$ cat src/rtl/alu_logic_pkg.sv
// rtl/alu_logic_pkg.sv - shared op encodings, FSM states and sizing helper for the serial logic unit
package alu_logic_pkg;

    typedef enum logic [1:0] {
        OP_AND = 2'b00,
        OP_OR  = 2'b01,
        OP_XOR = 2'b10,
        OP_NOR = 2'b11
    } op_e;

    typedef enum logic [1:0] {
        ST_IDLE = 2'b00,
        ST_RUN  = 2'b01,
        ST_DONE = 2'b10
    } state_e;

    // Slice index needs at least one bit even when a single slice covers the word.
    function automatic int idx_width(input int n);
        return (n > 1) ? $clog2(n) : 1;
    endfunction

endpackage

$ cat src/rtl/logic_slice.sv
// rtl/logic_slice.sv - combinational bitwise AND/OR/XOR/NOR over one slice
module logic_slice
    import alu_logic_pkg::*;
#(
    parameter int SLICE = 8
) (
    input  op_e              op,
    input  logic [SLICE-1:0] a,
    input  logic [SLICE-1:0] b,
    output logic [SLICE-1:0] y
);

    always_comb begin
        y = '0;
        case (op)
            OP_AND:  y = a & b;
            OP_OR:   y = a | b;
            OP_XOR:  y = a ^ b;
            OP_NOR:  y = ~(a | b);
            default: y = '0;
        endcase
    end

endmodule

$ cat src/rtl/bitwise_serial_unit.sv
// rtl/bitwise_serial_unit.sv - slice-serial bitwise logic unit with valid/ready handshakes
module bitwise_serial_unit
    import alu_logic_pkg::*;
#(
    parameter int WIDTH = 32,
    parameter int SLICE = 8
) (
    input  logic             clk,
    input  logic             rst_n,
    input  logic             in_valid,
    output logic             in_ready,
    input  logic [1:0]       op,
    input  logic [WIDTH-1:0] a,
    input  logic [WIDTH-1:0] b,
    output logic             out_valid,
    input  logic             out_ready,
    output logic [WIDTH-1:0] result,
    output logic             zero
);

    localparam int N     = WIDTH / SLICE;
    localparam int IDX_W = idx_width(N);
    localparam logic [IDX_W-1:0] LAST_IDX = IDX_W'(N - 1);

    generate
        if ((WIDTH % SLICE) != 0 || SLICE < 1) begin : g_bad_cfg
            $error("bitwise_serial_unit: WIDTH must be a positive multiple of SLICE");
        end
    endgenerate

    state_e           state;
    state_e           state_next;
    logic [IDX_W-1:0] idx;
    logic [WIDTH-1:0] a_q;
    logic [WIDTH-1:0] b_q;
    op_e              op_q;
    logic [SLICE-1:0] y;
    logic [WIDTH-1:0] result_next;
    int               base;

    assign in_ready  = (state == ST_IDLE);
    assign out_valid = (state == ST_DONE);
    assign base      = int'(idx) * SLICE;

    logic_slice #(.SLICE(SLICE)) u_slice (
        .op (op_q),
        .a  (a_q[base +: SLICE]),
        .b  (b_q[base +: SLICE]),
        .y  (y)
    );

    // Full word with the current slice merged in, so zero can see the final slice on the last edge.
    always_comb begin
        result_next = result;
        result_next[base +: SLICE] = y;
    end

    always_ff @(posedge clk or negedge rst_n) begin
        if (!rst_n) begin
            state <= ST_IDLE;
        end else begin
            state <= state_next;
        end
    end

    always_comb begin
        state_next = state;
        case (state)
            ST_IDLE: if (in_valid) state_next = ST_RUN;
            ST_RUN:  if (idx == LAST_IDX) state_next = ST_DONE;
            ST_DONE: if (out_ready) state_next = ST_IDLE;
            default: state_next = ST_IDLE;
        endcase
    end

    always_ff @(posedge clk or negedge rst_n) begin
        if (!rst_n) begin
            idx    <= '0;
            a_q    <= '0;
            b_q    <= '0;
            op_q   <= OP_AND;
            result <= '0;
            zero   <= 1'b0;
        end else begin
            case (state)
                ST_IDLE: begin
                    if (in_valid) begin
                        a_q  <= a;
                        b_q  <= b;
                        op_q <= op_e'(op);
                        idx  <= '0;
                    end
                end
                ST_RUN: begin
                    result <= result_next;
                    if (idx == LAST_IDX) begin
                        zero <= (result_next == '0);
                    end else begin
                        idx <= idx + IDX_W'(1);
                    end
                end
                default: ;
            endcase
        end
    end

endmodule

$ cat config.mk
export PLATFORM = sky130hd
export DESIGN_NAME = bitwise_serial_unit
export DESIGN_NICKNAME = d
export VERILOG_FILES = /design/src/rtl/alu_logic_pkg.sv /design/src/rtl/logic_slice.sv /design/src/rtl/bitwise_serial_unit.sv
export SDC_FILE = /design/constraint.sdc
export NUM_CORES = 1
export LEC_CHECK = 0
export CORE_MARGIN = 2
export CORE_UTILIZATION = 55
export CTS_CLUSTER_SIZE = 40
export DETAILED_ROUTE_END_ITERATION = 10
export PLACE_DENSITY = 0.9
export SYNTH_ARGS = -nofsm -noshare
export SYNTH_HDL_FRONTEND = slang
export SYNTH_SLANG_ARGS = --single-unit
$ cat constraint.sdc
create_clock -name clk -period 7.69 [get_ports clk]
set_input_delay 0.769 -clock clk [delete_from_list [all_inputs] [get_ports clk]]
set_output_delay 0.769 -clock clk [all_outputs]
set_load 0.02 [all_outputs]
==> results.json <==
{
  "cp-end-kind": "flip-flop",
  "root_buffer": "clkbuf_8",
  "syn_avg_cell_area_um2": 12.2,
  "drtIter0Drc": 259,
  "synth-xor-area-share_pct": 0,
  "core.rowCount": 35,
  "path_clk_slew_ps": 110,
  "routed_wl_um": 11200,
  "setup_violations": 0,
  "core-area_um2": 9060,
  "rr_worst_depth": 10,
  "post_cts_buffers": 0,
  "fin_crit_sh_pct": 44.4,
  "clk_latency_ps": 380,
  "fmax_mhz": 293,
  "drt_first_pass_iters": 5,
  "placement.io_buffers": 104,
  "initial_core_util_pct": 55.9,
  "drv_slew": 0,
  "r2r_end": "zero",
  "slowest_stage": "dfrtp_1",
  "cts_sinks": 103,
  "synth_adder_area_share_pct": 5.43,
  "die_x_um": 100,
  "path_max_fanout": 13,
  "synth-seq-area-share_pct": 50.9,
  "via_per_inst": 5.76,
  "combPwrFrac_pct": 52.4,
  "p_switching_mw": 1.13,
  "hold_viol": 0,
  "worst_pin_slew_ps": 1020,
  "crit_chain": "buf_4 -> mux4_2 -> inv_1 -> ha_1 -> mux2i_1 -> nor2b_1 -> nor2_1 -> nand4_1 -> a211o_1 -> o31ai_2",
  "synth.area.mux_share_pct": 23.3,
  "cts_hold_buf": 0,
  "ys.flop_type": "dfrtp_1",
  "async_flop_share_pct": 100,
  "worstSetupPathType": "flip-flop to flip-flop",
  "maxCapViolCount": 0,
  "grt_max_degree": 83,
  "h-tree-depth": 3,
  "synth_edf_count": 0,
  "power.total_mw": 2.76,
  "dieArea_um2": 9990,
  "grt_pass1_wl_um": 18600,
  "synth_cell_type_count": 39,
  "worst_slew_margin_rel_pct": 31.9,
  "crit_start": "idx[0]",
  "rsz0062_at_grt": "false",
  "pwr-share-seq_pct": 36.0,
  "power.ir.vdd_worst_v": 0.000202,
  "grtUsageTotal_pct": 24.0,
  "cp.arrival_ps": 3710,
  "hp-class": "input pin to async pin",
  "n_fill_cell": 614,
  "antenna_found_initial": 0,
  "grt_pass1_vias": 3776,
  "cp_slowest_stage_delay_ps": 680,
  "pwr_density_cell_nw_per_um2": 434,
  "switching_share_pct": 41.1,
  "yosysWarningCount": 0,
  "final_cell_count_no_fill": 630,
  "synth_cells": 414,
  "reg2reg_slack_ps": 4280,
  "skew_ps": 15.7,
  "timing.rr.start": "idx[0]",
  "grt-ovfl-total": 0,
  "antenna_cells": 0,
  "crit_required_ps": 7980,
  "synth_compound_area_share_pct": 8.13,
  "syn_nets": 506,
  "critPathLaunchType": "flip-flop",
  "cts-resized-gates": 0,
  "power_leakage_nw": 2.70,
  "ant_nets": 0,
  "place_inst": 614,
  "fin_nets": 606,
  "vias": 3630,
  "synth_top_family_by_area": "multiplexers",
  "die_h_um": 100,
  "drc": 0,
  "syn_area_um2": 5060,
  "gp_congestion": 0.861,
  "post_drt_wl_per_cell_um": 17.7,
  "io_pins": 105,
  "drive_gt1_share_pct": 22.4,
  "fin_crit_ps": 3410,
  "ctsLongestPathBuffers": 2,
  "cts_inserted_buffers": 9,
  "clkPwrFrac_pct": 11.6,
  "status": "complete, no violations",
  "power.internal_mw": 1.62,
  "hpwlAfterDp_um": 8490,
  "synthSimpleGateAreaFrac_pct": 8.55,
  "final.setup.tns_ps": 0,
  "tritoncts": "done",
  "syn_to_final_growth_pct": 25.3,
  "yosys_register_bits": 103
}
-- cells by family (layout without fill, tap and decap cells) --
logic type / Yosys count / in the layout
adder cells (fa/ha/maj): 22 / 22
AND/OR/NAND/NOR: 94 / 94
AO/OA/AOI/OAI: 65 / 65
buffers and inverters: 42 / 147
multiplexers: 88 / 88
flip-flops: 103 / 103
-- worst max-delay path: cells and delay by family, from the launching register on --
kind	cells	cell delay, ps
multiplexers	2	730
AND/OR/NAND/NOR	3	690
flip-flops	1	680
AO/OA/AOI/OAI	2	540
buffers and inverters	2	460
adder cells (fa/ha/maj)	1	230
-- registers in the layout (all words and copies together), names as in the netlist --
signal  cells
idx         2
zero        1
state       2
a_q        32
op_q        2
result     32
b_q        32
-- synth_stat cells (2+ instances only) --
cell | instances | area, um^2
buf_2 | 9 | 45.0
ha_1 | 22 | 275
mux2_2 | 67 | 754
nand2b_1 | 4 | 25.0
nor2b_1 | 9 | 56.3
o31ai_2 | 3 | 37.5
nand3b_1 | 2 | 15.0
mux2i_1 | 2 | 20.0
nor4_1 | 5 | 31.3
a21oi_1 | 8 | 40.0
a21oi_2 | 3 | 26.3
nand2_1 | 44 | 165
mux2_4 | 3 | 45.0
a211oi_1 | 5 | 37.5
inv_1 | 24 | 90.1
mux4_2 | 16 | 360
nor3_1 | 4 | 20.0
nor2_1 | 20 | 75.1
dfrtp_1 | 103 | 2580
nand4_1 | 2 | 12.5
clkbuf_1 | 4 | 15.0
o21ai_0 | 36 | 180
buf_1 | 3 | 11.3
-- power groups by stage --
stage | Clock, mW | Sequential (mW) | Combinational (mW)
after global placement | 0 | 0.985 | 1.37
after detailed placement | 0 | 1.01 | 1.44
after CTS | 0.322 | 0.994 | 1.44
after floorplan | 0 | 0.949 | 1.05
final | 0.320 | 0.992 | 1.44
after global routing | 0.350 | 1.03 | 1.57
-- layout make-up --
class	count	area, um^2	area share, %
tap	111	139	2.19
sequential	103	2580	40.6
timing repair buffer	107	1060	16.7
clock buffer	9	124	1.95
inverter	24	90.1	1.42
multi-input combinational	269	2300	36.3
clock inverter	7	55.1	0.867
-- routing by layer --
layer / global-route usage (%) / vias up / share of wire (%)
met5: 0 / - / 0
met4: 8.32 / 0 / 2.3
met3: 5.22 / 19 / 6.1
met2: 40.6 / 145 / 52
met1: 30.8 / 1802 / 40
li1: - / 1664 / -
-- cell usage in the layout (no fill, tap or decap), types with 2 or more instances in the layout --
cell type        synthesis  final
a211oi_1                 5      5
a21oi_1                  8      8
a21oi_2                  3      3
buf_4                    0      4
clkbuf_8                 0      9
clkdlybuf4s50_1          0    103
clkinv_2                 0      2
dfrtp_1                103    103
ha_1                    22     22
inv_1                   24     24
inv_6                    0      2
mux2_2                  67     67
mux2_4                   3      3
mux2i_1                  2      2
mux4_2                  16     16
nand2_1                 44     44
nand2b_1                 4      4
nand3b_1                 2      2
nand4_1                  2      2
nor2_1                  20     20
nor2b_1                  9      9
nor3_1                   4      4
nor4_1                   5      5
o21ai_0                 36     36
o31ai_2                  3      3
-- worst max path at each step --
stage / to / slack, ps / cells after the start
global placement: zero / 4400 / 10
CTS: zero / 4280 / 10
floorplan: zero / 4780 / 9
finish: zero / 4280 / 10
detailed placement: zero / 4280 / 10
global route: zero / 4030 / 10
-- stage by stage --
stage / cell area, um^2 / hold slack (ps) / setup WS, ps / util [%]
4_1_cts: 6350 / 269 / 4280 / 70.0
5_1_grt: 6350 / 268 / 4030 / 70.0
3_5_place_dp: 6170 / 491 / 4280 / 68.0
2_1_floorplan: 5060 / 473 / 4780 / -
6_report: 6350 / 265 / 4280 / 70.0
3_3_place_gp: 6170 / 486 / 4400 / 68.0
Power figures use the tool's default switching activity.
